--- config.mk ---
export PLATFORM = sky130hd
export DESIGN_NAME = regulator_obrotow
export DESIGN_NICKNAME = d
export VERILOG_FILES = /design/src/rtl/regulator_obrotow_pkg.sv /design/src/rtl/regulator_obrotow_dzielnik.sv /design/src/rtl/regulator_obrotow.sv
export SDC_FILE = /design/constraint.sdc
export NUM_CORES = 1
export LEC_CHECK = 0
export CELL_PAD_IN_SITES_DETAIL_PLACEMENT = 1
export CELL_PAD_IN_SITES_GLOBAL_PLACEMENT = 1
export CORE_UTILIZATION = 50
export CTS_BUF_LIST = sky130_fd_sc_hd__clkbuf_16
export DETAILED_ROUTE_END_ITERATION = 10
export GPL_ROUTABILITY_DRIVEN = 1
export GPL_TIMING_DRIVEN = 0
export PLACE_DENSITY = 0.91
export SLEW_MARGIN = 20
export SYNTH_ARGS = -nofsm -noshare
export SYNTH_HDL_FRONTEND = slang
export SYNTH_SLANG_ARGS = --single-unit
export TNS_END_PERCENT = 30
--- constraint.sdc ---
create_clock -name clk -period 4.86 [get_ports clk]
set_input_delay 0.729 -clock clk [delete_from_list [all_inputs] [get_ports clk]]
set_output_delay 0.729 -clock clk [all_outputs]
set_load 0.01 [all_outputs]
--- src/rtl/regulator_obrotow_pkg.sv ---
// Shared constants for the rpm regulator: FSM encoding, stopped marker and datapath widths.
package regulator_pkg;

    localparam logic [1:0] ST_STOP    = 2'd0;
    localparam logic [1:0] ST_ROZRUCH = 2'd1;
    localparam logic [1:0] ST_PRACA   = 2'd2;

    localparam logic [8:0] TAKTOWANIE_STOP = 9'h1FF;
    localparam int         TAKTOWANIE_MAX  = 510;

    localparam int DZIELNA_W  = 12;
    localparam int DZIELNIK_W = 7;
    localparam int ILORAZ_W   = 12;
    localparam int TIMER_W    = 16;

    // 511 is reserved for "engine stopped", so running values top out at 510.
    function automatic logic [8:0] nasycenie(input logic [ILORAZ_W-1:0] iloraz);
        if (iloraz > ILORAZ_W'(TAKTOWANIE_MAX))
            return 9'(TAKTOWANIE_MAX);
        else
            return iloraz[8:0];
    endfunction

endpackage

--- src/rtl/regulator_obrotow_dzielnik.sv ---
// Restoring divider, one quotient bit per cycle; the first bit is resolved on the start edge
// so done is high 12 cycles after the start cycle.
module dzielnik_iteracyjny
    import regulator_pkg::*;
(
    input  logic                  clk,
    input  logic                  rst,
    input  logic                  i_start,
    input  logic                  i_abort,
    input  logic [DZIELNA_W-1:0]  i_dzielna,
    input  logic [DZIELNIK_W-1:0] i_dzielnik,
    output logic                  o_busy,
    output logic                  o_done,
    output logic [ILORAZ_W-1:0]   o_iloraz
);

    logic [DZIELNIK_W-1:0] r_rem;
    logic [DZIELNA_W-1:0]  r_q;
    logic [DZIELNIK_W-1:0] r_div;
    logic [3:0]            r_cnt;
    logic                  r_busy;
    logic                  r_done;

    logic [DZIELNIK_W-1:0] w_remIn;
    logic [DZIELNA_W-1:0]  w_qIn;
    logic [DZIELNIK_W-1:0] w_divIn;
    logic [DZIELNIK_W:0]   w_trial;
    logic                  w_ge;
    logic [DZIELNIK_W-1:0] w_remNext;
    logic [DZIELNA_W-1:0]  w_qNext;

    // r_q shifts dividend bits out at the top while quotient bits enter at the bottom.
    always_comb begin
        w_remIn   = r_busy ? r_rem : '0;
        w_qIn     = r_busy ? r_q   : i_dzielna;
        w_divIn   = r_busy ? r_div : i_dzielnik;
        w_trial   = {w_remIn, w_qIn[DZIELNA_W-1]};
        w_ge      = (w_trial >= {1'b0, w_divIn});
        w_remNext = w_ge ? DZIELNIK_W'(w_trial - {1'b0, w_divIn}) : w_trial[DZIELNIK_W-1:0];
        w_qNext   = {w_qIn[DZIELNA_W-2:0], w_ge};
    end

    always_ff @(posedge clk or posedge rst) begin
        if (rst) begin
            r_rem  <= '0;
            r_q    <= '0;
            r_div  <= '0;
            r_cnt  <= '0;
            r_busy <= 1'b0;
            r_done <= 1'b0;
        end else if (i_abort) begin
            r_busy <= 1'b0;
            r_done <= 1'b0;
        end else if (r_busy) begin
            r_rem  <= w_remNext;
            r_q    <= w_qNext;
            r_cnt  <= r_cnt - 4'd1;
            r_done <= (r_cnt == 4'd1);
            if (r_cnt == 4'd1)
                r_busy <= 1'b0;
        end else if (i_start) begin
            r_rem  <= w_remNext;
            r_q    <= w_qNext;
            r_div  <= i_dzielnik;
            r_cnt  <= 4'd11;
            r_busy <= 1'b1;
            r_done <= 1'b0;
        end else begin
            r_done <= 1'b0;
        end
    end

    assign o_busy   = r_busy;
    assign o_done   = r_done;
    assign o_iloraz = r_q;

endmodule

--- src/rtl/regulator_obrotow.sv ---
// Engine start/stop sequencer, setpoint handling and rpm ramp with cycles-per-degree conversion.
// Optional button debouncing is enabled by defining DEBOUNCE_EN.
module regulator_obrotow
    import regulator_pkg::*;
#(
    parameter int TAKTY_STALA   = 2550,
    parameter int RPM_MIN       = 6,
    parameter int RPM_MAX       = 60,
    parameter int RPM_ROZRUCH   = 5,
    parameter int CZAS_ROZRUCHU = 20000,
    parameter int OKRES_RAMPY   = 5000,
    parameter int KROK          = 2
)(
    input  logic       clk,
    input  logic       rst,
    input  logic       i_przycisk_gora,
    input  logic       i_przycisk_dol,
    input  logic       i_start_stop,
    output logic [6:0] o_rpm,
    output logic [8:0] o_taktowanie_na_stopien,
    output logic       o_sygnal_zmiany_rpm,
    output logic       o_rozruch
);

    logic [2:0] r_sync1;
    logic [2:0] r_sync2;
    logic [2:0] r_prev;
    logic [2:0] w_level;
    logic [2:0] w_edge;

    always_ff @(posedge clk or posedge rst) begin
        if (rst) begin
            r_sync1 <= '0;
            r_sync2 <= '0;
            r_prev  <= '0;
        end else begin
            r_sync1 <= {i_start_stop, i_przycisk_dol, i_przycisk_gora};
            r_sync2 <= r_sync1;
            r_prev  <= w_level;
        end
    end

`ifdef DEBOUNCE_EN
    logic [2:0]  r_stable;
    logic [15:0] r_dbCnt [3];

    // The debounced level flips only after the synchronised input disagrees for 2^16 cycles.
    always_ff @(posedge clk or posedge rst) begin
        if (rst) begin
            r_stable <= '0;
            for (int i = 0; i < 3; i++)
                r_dbCnt[i] <= '0;
        end else begin
            for (int i = 0; i < 3; i++) begin
                if (r_sync2[i] == r_stable[i]) begin
                    r_dbCnt[i] <= '0;
                end else if (r_dbCnt[i] == 16'hFFFF) begin
                    r_stable[i] <= r_sync2[i];
                    r_dbCnt[i]  <= '0;
                end else begin
                    r_dbCnt[i] <= r_dbCnt[i] + 16'd1;
                end
            end
        end
    end

    assign w_level = r_stable;
`else
    assign w_level = r_sync2;
`endif

    assign w_edge = w_level & ~r_prev;

    logic w_evGora;
    logic w_evDol;
    logic w_evSs;
    assign w_evGora = w_edge[0] & ~w_edge[1];
    assign w_evDol  = w_edge[1] & ~w_edge[0];
    assign w_evSs   = w_edge[2];

    logic [1:0]         r_stan;
    logic [6:0]         r_rpm;
    logic [8:0]         r_takt;
    logic               r_strobe;
    logic               r_rozruch;
    logic [6:0]         r_setpoint;
    logic [6:0]         r_cand;
    logic               r_divStart;
    logic [TIMER_W-1:0] r_timer;
    logic               r_crankCommitted;

    logic                w_busy;
    logic                w_done;
    logic [ILORAZ_W-1:0] w_iloraz;
    logic                w_stopEntry;
    logic                w_divIdle;
    logic [6:0]          w_spUp;
    logic [6:0]          w_spDown;

    assign w_stopEntry = w_evSs && (r_stan != ST_STOP);
    assign w_divIdle   = !w_busy && !w_done && !r_divStart;

    always_comb begin
        w_spUp   = 7'(RPM_MAX);
        w_spDown = 7'(RPM_MIN);
        if (int'(r_setpoint) + KROK <= RPM_MAX)
            w_spUp = 7'(int'(r_setpoint) + KROK);
        if (int'(r_setpoint) - KROK >= RPM_MIN)
            w_spDown = 7'(int'(r_setpoint) - KROK);
    end

    dzielnik_iteracyjny u_dzielnik (
        .clk        (clk),
        .rst        (rst),
        .i_start    (r_divStart),
        .i_abort    (w_stopEntry),
        .i_dzielna  (DZIELNA_W'(TAKTY_STALA)),
        .i_dzielnik (r_cand),
        .o_busy     (w_busy),
        .o_done     (w_done),
        .o_iloraz   (w_iloraz)
    );

    // r_timer counts the cranking hold in ROZRUCH and the ramp period in PRACA.
    always_ff @(posedge clk or posedge rst) begin
        if (rst) begin
            r_stan           <= ST_STOP;
            r_rpm            <= '0;
            r_takt           <= TAKTOWANIE_STOP;
            r_strobe         <= 1'b0;
            r_rozruch        <= 1'b0;
            r_setpoint       <= 7'(RPM_MIN);
            r_cand           <= '0;
            r_divStart       <= 1'b0;
            r_timer          <= '0;
            r_crankCommitted <= 1'b0;
        end else begin
            r_strobe   <= 1'b0;
            r_divStart <= 1'b0;
            if (w_stopEntry) begin
                r_stan           <= ST_STOP;
                r_rpm            <= '0;
                r_takt           <= TAKTOWANIE_STOP;
                r_strobe         <= 1'b1;
                r_rozruch        <= 1'b0;
                r_timer          <= '0;
                r_crankCommitted <= 1'b0;
            end else begin
                if (w_done) begin
                    r_rpm    <= r_cand;
                    r_takt   <= nasycenie(w_iloraz);
                    r_strobe <= 1'b1;
                end
                case (r_stan)
                    ST_STOP: begin
                        if (w_evSs) begin
                            r_stan           <= ST_ROZRUCH;
                            r_rozruch        <= 1'b1;
                            r_cand           <= 7'(RPM_ROZRUCH);
                            r_divStart       <= 1'b1;
                            r_timer          <= '0;
                            r_crankCommitted <= 1'b0;
                        end
                    end
                    ST_ROZRUCH: begin
                        if (w_done) begin
                            r_crankCommitted <= 1'b1;
                            r_timer          <= '0;
                        end else if (r_crankCommitted) begin
                            if (r_timer == TIMER_W'(CZAS_ROZRUCHU - 1)) begin
                                r_stan    <= ST_PRACA;
                                r_rozruch <= 1'b0;
                                r_timer   <= '0;
                            end else begin
                                r_timer <= r_timer + 1'b1;
                            end
                        end
                    end
                    ST_PRACA: begin
                        if (w_evGora)
                            r_setpoint <= w_spUp;
                        else if (w_evDol)
                            r_setpoint <= w_spDown;
                        if (r_timer == TIMER_W'(OKRES_RAMPY - 1)) begin
                            r_timer <= '0;
                            if ((r_rpm != r_setpoint) && w_divIdle) begin
                                r_cand     <= (r_rpm < r_setpoint) ? r_rpm + 7'd1 : r_rpm - 7'd1;
                                r_divStart <= 1'b1;
                            end
                        end else begin
                            r_timer <= r_timer + 1'b1;
                        end
                    end
                    default: r_stan <= ST_STOP;
                endcase
            end
        end
    end

    assign o_rpm                   = r_rpm;
    assign o_taktowanie_na_stopien = r_takt;
    assign o_sygnal_zmiany_rpm     = r_strobe;
    assign o_rozruch               = r_rozruch;

endmodule
# --- After elaboration in Yosys (flattened, before gate mapping) ---
# Index checks and enable logic that the tools add are counted.
classes:
  n_shift: 0
  n_addsub: 7
  reduce_logical: 23
  n_eq_ne: 16
  bitwise_logic: 8
  order_cmp: 5
  div: 0
  multipliers: 0
  mux: 60
ops:
  columns: ["cell", "count"]
  rows:
  - ["7-bit 2-to-1 mux", 15]
  - ["16-bit 2-to-1 mux", 6]
  - ["16-bit case mux with 3 select lines", 1]
  - ["12-bit 2-to-1 mux", 3]
  - ["32-bit by 4-bit greater-or-equal comparator with 1-bit output (second input constant)", 1]
  - ["32-bit by 7-bit less-or-equal comparator with 1-bit output (second input constant)", 1]
  - ["9-bit 2-to-1 mux", 3]
  - ["1-bit 2-to-1 mux", 20]
  - ["16-bit by 1-bit adder with 16-bit output (second input constant)", 1]
  - ["16-bit by 13-bit equality test with 1-bit output (second input constant)", 1]
  - ["16-bit by 15-bit equality test with 1-bit output (second input constant)", 1]
  - ["5-bit AND reduction", 3]
  - ["7-bit case mux with 2 select lines", 1]
  - ["12-bit by 9-bit > comparator with 1-bit output (second input constant)", 1]
  - ["3-bit by 2-bit != test with 1-bit output (second input constant)", 4]
  - ["3-bit AND reduction", 4]
  - ["2-bit 2-to-1 mux", 5]
  - ["2-bit nonzero test", 5]
  - ["7-bit by 2-bit adder with 8-bit output (second input constant)", 1]
  - ["8-bit by 7-bit greater-or-equal comparator with 1-bit output", 1]
  - ["4-bit 2-to-1 mux", 2]
  - ["7-bit by 2-bit subtractor with 8-bit output (second input constant)", 1]
  - ["7-bit by 1-bit adder with 7-bit output (second input constant)", 1]
  - ["7-bit < comparator", 1]
  - ["23 further kinds", 36]
totals:
  register_bits: 93
  n_memories: 0
  rom_bits: 0
  word_cells: 138
  ram_bits: 0
  in_bits: 5
  latch_bits: 0
  output_inout_bits: 18

# --- Depth between registers and ports, before layout ---
depth:
  depth_word: 8
  mapped_depth: 14
  ltp_nobuf: 13

# --- Hierarchy ---
# From an unflattened synthesis, not the netlist that was laid out.
hier_totals:
  cells_unflattened: 541
  area_unflattened_um2: 5271.3
by_module_without_submodules:
  columns: ["mod", "seq_area_each_um2", "cells_per_inst", "instances", "area_per_inst_um2"]
  rows:
  - ["regulator_obrotow", 1515.2, 351, 1, 3382.0]
  - ["dzielnik_iteracyjny", 800.8, 190, 1, 1889.3]

# --- Least setup slack after synthesis ---
# Ideal clock, no wire load.
synth_path:
  path_type: "reg2reg"
  from: "register r_setpoint[4]"
  to: "register r_cand[5]"
  stages_incl_launch_ff: 15
  path_slack_ps: 1776
  required_time_ps: 4739
  path_buffers: 1
  synth_period_minus_slack_ps: 3084
  arrival_ps: 2963
  setup_ps: 121
  path_cell_list: "dfrtp_1 clkbuf_1 inv_1 ha_1 a211oi_1 nor2_1 nor3_1 inv_1 ha_1 a21o_1 a21oi_1 o21bai_1 a21oi_1 xnor2_1 a22o_1"
synth_between:
  elab_chain_len: 5
  elab_cells_between_ends: 9
  cone_classes: "order compare: 1; eq/ne: 2; mux: 4; reduce/logical: 2"
synth_lines:
  columns: ["item", "line", "text"]
  rows:
  - ["start, declared", "regulator_obrotow.sv:86", "logic [6:0] r_setpoint;"]
  - ["start signal, assigned", "regulator_obrotow.sv:132", "r_setpoint <= 7'(RPM_MIN);"]
  - ["start signal, assigned", "regulator_obrotow.sv:181", "r_setpoint <= w_spUp;"]
  - ["start signal, assigned", "regulator_obrotow.sv:183", "r_setpoint <= w_spDown;"]
  - ["7-bit < comparator", "regulator_obrotow.sv:187", "r_cand <= (r_rpm < r_setpoint) ? r_rpm + 7'd1 : r_rpm - 7'd1;"]
  - ["7-bit 2-to-1 mux", "regulator_obrotow.sv:187", null]
  - ["7-bit 2-to-1 mux", "regulator_obrotow.sv:186", "if ((r_rpm != r_setpoint) && w_divIdle) begin"]
  - ["7-bit 2-to-1 mux", "regulator_obrotow.sv:184", "if (r_timer == TIMER_W'(OKRES_RAMPY - 1)) begin"]
  - ["7-bit case mux with 2 select lines", "regulator_obrotow.sv:154", "case (r_stan)"]
  - ["end signal, assigned", "regulator_obrotow.sv:159", "r_cand <= 7'(RPM_ROZRUCH);"]
  - ["end signal, assigned", "regulator_obrotow.sv:187", null]
  - ["end, declared", "regulator_obrotow.sv:87", "logic [6:0] r_cand;"]
# Several ways; a longest one is shown, not always the timed one. The select of a mux whose other input is x is not followed.
# A chain may end at the register's enable or synchronous reset.

# --- Final worst setup path ---
layout_path:
  from: "register u_dzielnik.r_busy, in the netlist u_dzielnik.o_busy"
  to: "register u_dzielnik.r_rem[0]"
layout_between:
  elab_chain_len: 5
  elab_cells_between_ends: 10
  cone_classes: "add/sub: 1; order compare: 1; mux: 6; reduce/logical: 2"
layout_lines:
  columns: ["item", "line", "text"]
  rows:
  - ["start, declared", "regulator_obrotow_dzielnik.sv:21", "logic r_busy;"]
  - ["start signal, assigned", "regulator_obrotow_dzielnik.sv:49", "r_busy <= 1'b0;"]
  - ["start signal, assigned", "regulator_obrotow_dzielnik.sv:52", "r_busy <= 1'b0;"]
  - ["start signal, assigned", "regulator_obrotow_dzielnik.sv:60", "r_busy <= 1'b0;"]
  - ["12-bit 2-to-1 mux, or another cell as far along", "regulator_obrotow_dzielnik.sv:35", "w_qIn = r_busy ? r_q : i_dzielna;"]
  - ["7-bit subtractor or 8-bit by 7-bit greater-or-equal comparator with 1-bit output (tied branches)", "regulator_obrotow_dzielnik.sv:39, regulator_obrotow_dzielnik.sv:38", null]
  - ["7-bit 2-to-1 mux", "regulator_obrotow_dzielnik.sv:39", "w_remNext = w_ge ? DZIELNIK_W'(w_trial - {1'b0, w_divIn}) : w_trial[DZIELNIK_W-1:0];"]
  - ["7-bit 2-to-1 mux", "regulator_obrotow_dzielnik.sv:61", "end else if (i_start) begin"]
  - ["7-bit 2-to-1 mux", "regulator_obrotow_dzielnik.sv:54", "end else if (r_busy) begin"]
  - ["end signal, assigned", "regulator_obrotow_dzielnik.sv:55", "r_rem <= w_remNext;"]
  - ["end signal, assigned", "regulator_obrotow_dzielnik.sv:62", "r_rem <= w_remNext;"]
  - ["end, declared", "regulator_obrotow_dzielnik.sv:17", "logic [DZIELNIK_W-1:0] r_rem;"]
# Several ways; a longest one is shown, not always the timed one. The select of a mux whose other input is x is not followed.

==> results.tsv <==
metric	value	unit
status	completed	
Skew-Pair Late Insertion Delay	350	ps
die area	10700	um^2
CTS sink cnt	92	
Inserted Diodes	0	
DRT iter0 DRCs	221	
final hold violations	0	
die width	103	um
row cnt	36	
Clock Path Buffers	2	
Slew @ Worst Pin	822	ps
synth unique cells	67	
CTS resizes	0	
Layout fillers	1110	
Worst Path Arrival	4120	ps
CTS clock-pin slew for the worst setup and hold paths	70	ps
commonest non-fill, non-tap cells in the layout	81 x dfrtp_1, 41 x nor2_1, 37 x nand2_1, 34 x o21ai_0, 30 x inv_1	
syn avg cell area	9.95	um^2
mux cell area share after synthesis	4.90	%
Crit. Startpoint	u_dzielnik.o_busy	
postcts setup bufs	0	
grt ovf	0	
Layout Area Growth over Synthesis	14.0	%
drt wl/cell	19.6	um
routed vias/inst	6.15	
via count	4230	
Yosys reg bits	92	
final WL	13500	um
Core Util, Final	59.4	%
post-synthesis async set-or-reset flop share	100	%
All-Layer GR Usage	27.4	%
first-pass GRT wire length	22200	um
Mapped Area	5130	um^2
most frequently used flop master after synthesis	dfrtp_1	
TritonRoute pass-1 iters	4	
port bufs	22	
CP endpoint kind	flip-flop	
Max Slew Vio Count	0	
CTS tree	yes	
ANT nets after route	0	
routability cong.	0.863	
core area	9860	um^2
TritonCTS Buffers	9	
CP startpoint kind	flip-flop	
dpl hpwl	9370	um
type of the most critical hold path	flip-flop to flip-flop	
Max Freq	257	MHz
vias in the first global route	4485	
layout cells sized above 1	9.73	%
leak pwr	0.00254	uW
critical path data required time	5090	ps
RR Endpoint	u_dzielnik.r_rem[0]	
clock period minus worst slack	3890	ps
RSZ-0062 raised after global routing	false	
FF-to-FF path depth	11	
clock skew	10.0	ps
Hold Path Cell Cnt	0	
most common cell after layout, fill and taps aside	dfrtp_1	
Adder-Cell Fraction of Synth Area	7.55	%
die height	103	um
Reg2Reg Setup Slack	970	ps
syn_nets	550	
largest net degree at the start of global routing	54	
Remaining DRCs	0	
antenna violations before repair	0	
WS Path Type	flip-flop to flip-flop	
Pwr Density	509	nW/um^2
# setup viols final	0	
worst setup margin	968	ps
Synth Instances	516	
CP Max Fanout	10	
Post-synth EDFFs	0	
XOR/XNOR Fraction of Synth Area	2.56	%
Ys Warns	0	
largest family of logic cells by synthesized area	compound AO/OA/AOI/OAI gates	
IO Pins	23	
peak supply drop	0.000306	V
pre-CTS WS	1060	ps
Initial Util	52.1	%
H-Tree Depth	3	
register area share after synthesis	45.1	%
Synth Area in Compound Gates	19.4	%
Tcrit/Tclk final	80.1	%
setup_tns	0	ps
Post-Synth Simple-Gate Area	16.2	%
r2r startpoint	u_dzielnik.o_busy	
fin nets	584	
number of max-cap violations	0	
CTS Hold Bufs	0	
Max-slew headroom	44.8	%
crit path capture	u_dzielnik.r_rem[0]	
clk root buf	clkbuf_16	
## how the worst min path moves through the flow
stage / startpoint / end / slack, ps
floorplan: r_sync1[0] / r_sync2[0] / 330
finish: r_sync1[0] / r_sync2[0] / 350
CTS: r_sync1[0] / r_sync2[0] / 350
global route: r_sync1[0] / r_sync2[0] / 360
detailed placement: r_sync1[0] / r_sync2[0] / 340
global placement: r_sync1[2] / r_sync2[2] / 330
## layer usage
metal	track usage, %	up-vias	part of all wire (%)
met5	0	-	0
met4	10.9	0	2.3
met3	4.37	30	2.2
met2	47.7	68	51
met1	34.1	2180	44
li1	-	1952	-
## state kept, by name, indices dropped and copies added, names as in the netlist, 4 cells and up
register	count
u_dzielnik.r_rem	7
r_cand	7
u_dzielnik.r_cnt	4
u_dzielnik.r_div	7
u_dzielnik.o_iloraz	12
r_timer	16
r_setpoint	6
o_rpm	7
o_taktowanie_na_stopien	9
## where the power goes
part           total, uW  internal (uW)  leakage, uW  switching, uW
sequential          1050            919      0.00114            133
combinational       1200            493      0.00126            710
clock                728            406     0.000150            322
total               2980           1820      0.00254           1160
## worst max-delay path, cell delays in order, from the launching register on
cell	delay [ps]
dfrtp_1	430
clkbuf_1	440
clkbuf_1	560
mux2i_1	290
ha_1	320
nor2b_1	180
o31a_1	290
o31ai_2	440
and2_1	200
clkbuf_1	290
a21oi_1	120
a22o_1	210
## area by class of cell
type / count / area [um^2] / area share, %
sequential: 92 / 2320 / 39.6
clock inverter: 7 / 78.8 / 1.35
inverter: 31 / 119 / 2.03
buffer: 20 / 104 / 1.77
multi-input combinational: 373 / 2600 / 44.4
timing repair buffer: 23 / 248 / 4.23
tap: 133 / 166 / 2.84
clock buffer: 9 / 225 / 3.85
## cells in the mapped netlist, types with 2 or more instances
library cell | n | area, um^2
dfrtp_1 | 81 | 2030
nor2_1 | 41 | 154
nand2_1 | 37 | 139
o21ai_0 | 34 | 170
inv_1 | 30 | 113
ha_1 | 27 | 338
a21oi_1 | 25 | 125
a22o_1 | 17 | 149
mux2i_1 | 15 | 150
o22a_1 | 15 | 131
clkbuf_1 | 14 | 52.6
dfstp_2 | 11 | 289
nand3_1 | 11 | 55.1
nand4_1 | 11 | 68.8
nor3_1 | 11 | 55.1
and2_1 | 8 | 50.1
mux2_2 | 8 | 90.1
nor2b_1 | 8 | 50.1
xor2_1 | 8 | 70.1
a22oi_1 | 7 | 52.6
xnor2_1 | 7 | 61.3
a211oi_1 | 5 | 37.5
and3_1 | 5 | 31.3
o31ai_1 | 5 | 37.5
nand2b_1 | 4 | 25.0
nor4_1 | 4 | 25.0
o21a_1 | 4 | 30.0
o21bai_1 | 4 | 30.0
a21o_1 | 3 | 22.5
o211ai_1 | 3 | 22.5
o311ai_0 | 3 | 26.3
o31a_1 | 3 | 26.3
or3_1 | 3 | 18.8
a211o_1 | 2 | 17.5
a41oi_1 | 2 | 17.5
and4_1 | 2 | 17.5
buf_2 | 2 | 10.0
buf_6 | 2 | 22.5
fa_1 | 2 | 40.0
nor4b_1 | 2 | 17.5
o21ai_1 | 2 | 10.0
o2bb2ai_1 | 2 | 17.5
or4_4 | 2 | 22.5
## metrics by stage
stage               hold WS, ps  total power [uW]  std cells  instance area (um^2)
global route                361              3150        688                  5860
finish                      346              2980        688                  5860
global placement            332              2140        671                  5520
CTS                         350              2990        688                  5860
detailed placement          342              2230        672                  5550
floorplan                   331              1890        516                  5130
## cells by family (layout without fill, tap and decap cells)
group,Yosys count,after routing
compound gates,144,144
mux,24,24
flops,92,92
simple gates,160,160
buf+inv,51,90
fa+ha+maj,30,30
xor+xnor,15,15
Power figures use the tool's default switching activity.
